<file path="config.mk">
export PLATFORM = sky130hd
export DESIGN_NAME = rand_digit_gen
export DESIGN_NICKNAME = d
export VERILOG_FILES = /design/src/rtl/rand_digit_pkg.sv /design/src/rtl/btn_debounce.sv /design/src/rtl/rand_digit_gen.sv
export SDC_FILE = /design/constraint.sdc
export NUM_CORES = 1
export LEC_CHECK = 0
export ABC_AREA = 1
export BUFFER_PORTS_ARGS = -buffer_cell sky130_fd_sc_hd__buf_2
export CAP_MARGIN = 20
export CORE_UTILIZATION = 45
export CTS_CLUSTER_DIAMETER = 40
export CTS_CLUSTER_SIZE = 14
export DETAILED_ROUTE_END_ITERATION = 12
export GPL_TIMING_DRIVEN = 0
export PLACE_DENSITY = 0.68
export SLEW_MARGIN = 20
export SYNTH_ARGS = -nofsm -noshare
export SYNTH_HDL_FRONTEND = slang
export SYNTH_SLANG_ARGS = --single-unit
</file>
<file path="constraint.sdc">
create_clock -name CLK -period 4.3 [get_ports CLK]
set_input_delay 0.86 -clock CLK [delete_from_list [all_inputs] [get_ports CLK]]
set_output_delay 0.86 -clock CLK [all_outputs]
set_load 0.1 [all_outputs]
</file>
<file path="src/rtl/rand_digit_pkg.sv">
// Shared types and constants for the random digit generator.
// Holds the draw FSM states and the LFSR helpers.
package rand_digit_pkg;

    typedef enum logic [1:0] {
        IDLE,
        DRAW1,
        DRAW2,
        DONE
    } state_t;

    localparam logic [15:0] LFSR_MASK = 16'hB400;
    localparam logic [3:0]  DIGIT_MAX = 4'd9;

    // One Galois step: shift right, fold the mask in when a 1 drops out.
    function automatic logic [15:0] lfsr_next(input logic [15:0] cur);
        logic [15:0] nxt;
        nxt = {1'b0, cur[15:1]};
        if (cur[0]) begin
            nxt = nxt ^ LFSR_MASK;
        end
        return nxt;
    endfunction

    // The all-zero state is a lock-up point, so never load it.
    function automatic logic [15:0] seed_fix(input logic [15:0] seed);
        return (seed == 16'h0000) ? 16'h0001 : seed;
    endfunction

endpackage

</file>
<file path="src/rtl/btn_debounce.sv">
// Button conditioner: 2-flop synchronizer, stability counter and
// a one-cycle pulse when the debounced level rises.
module btn_debounce #(
    parameter int DEBOUNCE_CNT = 250000
) (
    input  logic CLK,
    input  logic RESET,
    input  logic BTN_IN,
    output logic LEVEL,
    output logic RISE
);

    localparam int CW = (DEBOUNCE_CNT > 1) ? $clog2(DEBOUNCE_CNT) : 1;
    localparam logic [CW-1:0] CNT_LAST = CW'(DEBOUNCE_CNT - 1);

    logic          sync_a;
    logic          sync_b;
    logic [CW-1:0] cnt;

    // Bring the raw button into the clock domain.
    always_ff @(posedge CLK or posedge RESET) begin
        if (RESET) begin
            sync_a <= 1'b0;
            sync_b <= 1'b0;
        end else begin
            sync_a <= BTN_IN;
            sync_b <= sync_a;
        end
    end

    // Accept a new level only after it has differed for the full window.
    always_ff @(posedge CLK or posedge RESET) begin
        if (RESET) begin
            LEVEL <= 1'b0;
            RISE  <= 1'b0;
            cnt   <= '0;
        end else begin
            RISE <= 1'b0;
            if (sync_b == LEVEL) begin
                cnt <= '0;
            end else if (cnt == CNT_LAST) begin
                LEVEL <= sync_b;
                RISE  <= sync_b;
                cnt   <= '0;
            end else begin
                cnt <= cnt + 1'b1;
            end
        end
    end

endmodule

</file>
<file path="src/rtl/rand_digit_gen.sv">
// Draws two BCD digits from a free-running LFSR on each button press.
// Build option RAND_NO_REPEAT_EN: second digit must differ from the first.
module rand_digit_gen
    import rand_digit_pkg::*;
#(
    parameter int          DEBOUNCE_CNT = 250000,
    parameter logic [15:0] LFSR_SEED    = 16'hACE1
) (
    input  logic       CLK,
    input  logic       RESET,
    input  logic       BTN_ROLL,
    output logic [3:0] RAND1,
    output logic [3:0] RAND2,
    output logic       VALID,
    output logic       BUSY
);

    localparam logic [15:0] SEED = seed_fix(LFSR_SEED);

    logic        btn_level;
    logic        btn_rise;
    logic        roll_req;
    logic [15:0] lfsr;
    state_t      state;
    state_t      state_nx;
    logic [3:0]  d1;
    logic [3:0]  d2;
    logic [3:0]  cand1;
    logic [3:0]  cand2;
    logic        d1_ok;
    logic        d2_ok;
    logic        ld_d1;
    logic        ld_d2;
    logic        ld_out;

    btn_debounce #(
        .DEBOUNCE_CNT(DEBOUNCE_CNT)
    ) u_debounce (
        .CLK   (CLK),
        .RESET (RESET),
        .BTN_IN(BTN_ROLL),
        .LEVEL (btn_level),
        .RISE  (btn_rise)
    );

    // RISE and LEVEL are set on the same edge; both high marks a press.
    assign roll_req = btn_rise & btn_level;

    // Free-running LFSR, stepping every cycle so draw timing adds entropy.
    always_ff @(posedge CLK or posedge RESET) begin
        if (RESET) begin
            lfsr <= SEED;
        end else begin
            lfsr <= lfsr_next(lfsr);
        end
    end

    assign cand1 = lfsr[3:0];
    assign cand2 = lfsr[11:8];
    assign d1_ok = (cand1 <= DIGIT_MAX);

`ifdef RAND_NO_REPEAT_EN
    assign d2_ok = (cand2 <= DIGIT_MAX) && (cand2 != d1);
`else
    assign d2_ok = (cand2 <= DIGIT_MAX);
`endif

    // Draw state register.
    always_ff @(posedge CLK or posedge RESET) begin
        if (RESET) begin
            state <= IDLE;
        end else begin
            state <= state_nx;
        end
    end

    // Next state and load strobes; rejected candidates retry next cycle.
    always_comb begin
        state_nx = state;
        ld_d1    = 1'b0;
        ld_d2    = 1'b0;
        ld_out   = 1'b0;
        unique case (state)
            IDLE: begin
                if (roll_req) begin
                    state_nx = DRAW1;
                end
            end
            DRAW1: begin
                if (d1_ok) begin
                    ld_d1    = 1'b1;
                    state_nx = DRAW2;
                end
            end
            DRAW2: begin
                if (d2_ok) begin
                    ld_d2    = 1'b1;
                    state_nx = DONE;
                end
            end
            DONE: begin
                ld_out   = 1'b1;
                state_nx = IDLE;
            end
        endcase
    end

    // Scratch digits held until the pair is complete.
    always_ff @(posedge CLK or posedge RESET) begin
        if (RESET) begin
            d1 <= 4'd0;
            d2 <= 4'd0;
        end else begin
            if (ld_d1) begin
                d1 <= cand1;
            end
            if (ld_d2) begin
                d2 <= cand2;
            end
        end
    end

    // Both digits update on one edge so the display never sees a mix.
    always_ff @(posedge CLK or posedge RESET) begin
        if (RESET) begin
            RAND1 <= 4'd0;
            RAND2 <= 4'd0;
            VALID <= 1'b0;
        end else begin
            VALID <= ld_out;
            if (ld_out) begin
                RAND1 <= d1;
                RAND2 <= d2;
            end
        end
    end

    assign BUSY = (state != IDLE);

endmodule

</file>
==> impl_summary.txt <==
----------------------------------------------------
[Yosys]
  Synthesized netlist net count ... 243
  Average footprint of a synthesized cell ... 10.3 um2
  Fraction of synthesized cell area taken by the top area cell type ... 50.7%
  Number of synthesized flops with an enable pin ... 0
  Top post-synthesis cells by count ... dfrtp_1, nand2_1, nor2_1, inv_1, nand3_1
  Post-Synth XOR/XNOR Area ... 4.65%
  Most used flip-flop cell after synthesis ... dfrtp_1
  Multiplexer fraction of the synthesized cell area ... 3.72%
  Synthesized flop and latch total ... 57
  Area fraction in compound gates after synthesis ... 4.03%
  Main combinational cell family by area after synthesis ... simple AND/OR/NAND/NOR gates
  Cell with the most instances after synthesis ... dfrtp_1
  Synthesized area ... 2420 um2
  Async S/R FF share, synth ... 100%
  Gate Count Post-Synth ... 234
  Top cell type by total area after synthesis ... dfrtp_1
  Biggest area contributors in the synthesized netlist ... dfrtp_1, dfstp_2, nand2_1
  Unique masters post-synth ... 28
  Warnings from Yosys ... 0
  Share of synthesized area occupied by flip-flops and latches ... 59.4%
  Post-synthesis share of cell area spent on full adders, half adders and majority gates ... 3.10%
  Simple-gate share of the synthesized area ... 20.6%

[Power and ir drop]
  P_int ... 0.000799 W
  Areal power density over the cells ... 371 nW/um2
  Leakage dissipation ... 1.32 nW
  Switch Pwr ... 0.000225 W
  Relative contribution of sequential cells to total power ... 53.0%
  Clock power share ... 45.1%
  Largest vdd supply drop ... 221 uV
  Sw Ratio ... 22.0%
  Part of the power in combinational logic ... 1.9%

[Clocking]
  Insertion delay of the later-clocked pin in the worst-skew pair ... 330 ps
  H-tree levels ... 3
  Count of hold-fix buffers inserted at cts ... 0
  Clock transition at the register clock pins on the worst setup and hold paths after CTS ... 60 ps
  TritonCTS clock tree ... done
  Total clock buffers created by CTS ... 9
  Number of buffers inserted to repair setup after CTS ... 0
  Clk sinks ... 57
  PostCTS Resize Cnt ... 0
  Max Buffers Root-to-Sink ... 2
  Clk root buf ... clkbuf_8

[Placement]
  Global placer's final weighted congestion ... 0.807
  IO buf count ... 12
  Cell area after placement ... 2570 um2
  Post-DP HPWL ... 2600 um

[Timing]
  Period utilisation layout ... 55.0%
  Transition time at the pin with the least slew margin ... 670 ps
  Max transition margin ... 55.3%
  Post-route clock skew ... 6.05 ps
  Clock period minus final worst setup slack ... 2360 ps
  Fmax ... 423 MHz
  Number of endpoints with negative hold slack in the final report ... 0
  Setup-violating endpoint count in the final report ... 0
  Number of pins exceeding their max-slew limit in the final report ... 0
  RSZ-0062 raised after global routing ... false
  Total negative slack for setup checks ... 0 ps

[Setup path]
  Startpoint of the worst register-to-register path ... u_debounce.cnt[0]$_DFF_PP0_
  Chain of cells forming the critical path ... inv_1, ha_1, inv_1, buf_2
  Data arrival time at the worst-slack endpoint ... 1500 ps
  Crit-path most repeated cell ... inv_1
  R2r endpoint ... u_debounce.cnt[9]$_DFF_PP0_
  Worst-case register-to-register setup slack ... 2870 ps
  Number of cells on the worst reg-to-reg path ... 6
  Worst setup path class ... reg -> out
  CP peak stage delay ... 410 ps
  CP top delay family ... buffers and inverters
  Kind of start point of the critical path ... flip-flop
  Number of buffer and inverter stages on the critical path ... 3
  Critical path required time ... 3440 ps
  Kind of end point of the critical path ... output pin
  Critical Path Fanout Max ... 4
  CP max stage cell ... buf_2

[Routing]
  Total Routed Length ... 3760 um
  ANT nets after route ... 0
  DRC errors left ... 0
  Via count of the routed design ... 1563
  Length of the first detailed-routing pass in iterations ... 4
  DRT iter0 DRCs ... 68
  Via density per instance ... 4.71
  WL/cell ... 11.3 um

[Global routing]
  Vias in the first global route ... 1442
  First-pass GRT wire length ... 6490 um
  Number of antenna violations at the first check in global routing ... 0
  Largest net degree at the start of global routing ... 58
  All-layer global routing usage ... 16.2%
  Overflow left after global routing ... 0

[Layout]
  Fraction of layout cells with a size suffix above 1 ... 24.0%
  Final design area excluding fillers ... 2760 um2
  End-of-flow core utilization ... 53.7%
  Number of antenna cells inserted ... 0
  Fillcell total ... 484
  Layout Area Growth over Synthesis ... 14.1%
  Final #Nets ... 266

[Floorplan]
  Die Area ... 5670 um2
  Row count ... 26
  Starting density of the core ... 47.1%
  Die extent in x ... 75.3 um
  Core Box Area ... 5140 um2
  Ports placed on the boundary ... 13
  Die height ... 75.3 um

[Min path]
  Source of the worst hold timing path ... lfsr[12]$_DFF_PP0_
  Worst Hold Endpoint ... lfsr[11]$_DFF_PP1_
  Path category of the worst min-delay check ... reg -> reg
  Worst hold path stage count ... 0

[Flow run]
  Max-capacitance violation count ... 0

[Status]
  Result of the run ... finished clean

----------------------------------------------------
how the worst max path moves through the flow:
stage,cells after the start,slack [ps],start,endpoint
floorplan,1,2050,RESET,RAND1[0]$_DFFE_PP0P_
global placement,2,1390,RESET,u_debounce.sync_a$_DFF_PP0_
detailed placement,4,2280,state[0]$_DFFE_PP0P_,BUSY
CTS,4,1920,state[0]$_DFFE_PP0P_,BUSY
global route,4,1820,state[0]$_DFFE_PP0P_,BUSY
finish,4,1940,state[0]$_DFFE_PP0P_,BUSY
flip-flops by register name, indices dropped and copies added (netlist names), 2 cells and up:
register	count
lfsr	16
d2	4
RAND2	4
state	2
d1	4
RAND1	4
u_debounce.cnt	18
kinds of logic after synthesis:
logic type	after synthesis
AO/OA/AOI/OAI	17
XOR/XNOR	12
adder cells (fa/ha/maj)	6
buffers and inverters	29
flip-flops	57
multiplexers	8
AND/OR/NAND/NOR	105
power groups by stage:
stage          sequential (W)  combinational (W)  clock (W)
2_1_floorplan        0.000551          0.0000148          0
3_3_place_gp         0.000552          0.0000201          0
3_5_place_dp         0.000552          0.0000208          0
4_1_cts              0.000542          0.0000209   0.000475
5_1_grt              0.000542          0.0000236   0.000500
6_report             0.000542          0.0000198   0.000462
metal layers:
layer,up-vias,track usage (%),share of wire (%)
li1,779,-,-
met1,755,19.3,47
met2,24,25.1,47
met3,5,7.54,4.4
met4,0,7.41,1.9
met5,-,0,0
layout make-up:
cell class | instances | area [um2] | share of cell area (%)
timing repair buffer | 12 | 60.1 | 2.17
buffer | 1 | 3.75 | 0.136
tap | 70 | 87.6 | 3.17
multi-input combinational | 148 | 875 | 31.7
inverter | 28 | 108 | 3.90
clock buffer | 12 | 165 | 5.98
sequential | 57 | 1440 | 52.0
clock inverter | 4 | 26.3 | 0.952
stage by stage:
| stage | total power [W] | hold WS (ps) | std cells | setup slack, ps |
|---|---|---|---|---|
| floorplan | 0.000566 | 331 | 234 | 2050 |
| global placement | 0.000572 | 337 | 316 | 1390 |
| detailed placement | 0.000573 | 340 | 316 | 2280 |
| CTS | 0.00104 | 351 | 332 | 1920 |
| global route | 0.00107 | 359 | 332 | 1820 |
| finish | 0.00102 | 353 | 332 | 1940 |
cell usage in the layout, fill, tap and decap left out, drive strengths merged, types with 3 or more instances in the layout:
cell,n
nand2,48
ha,6
a21oi,5
mux2,8
buf,12
nor3,5
inv,28
dfrtp,49
nand3,12
xor2,9
xnor2,3
clkinv,3
dfstp,8
clkbuf,13
nor2,35
o21ai,11
No activity file was read; power rests on OpenSTA's default activity.
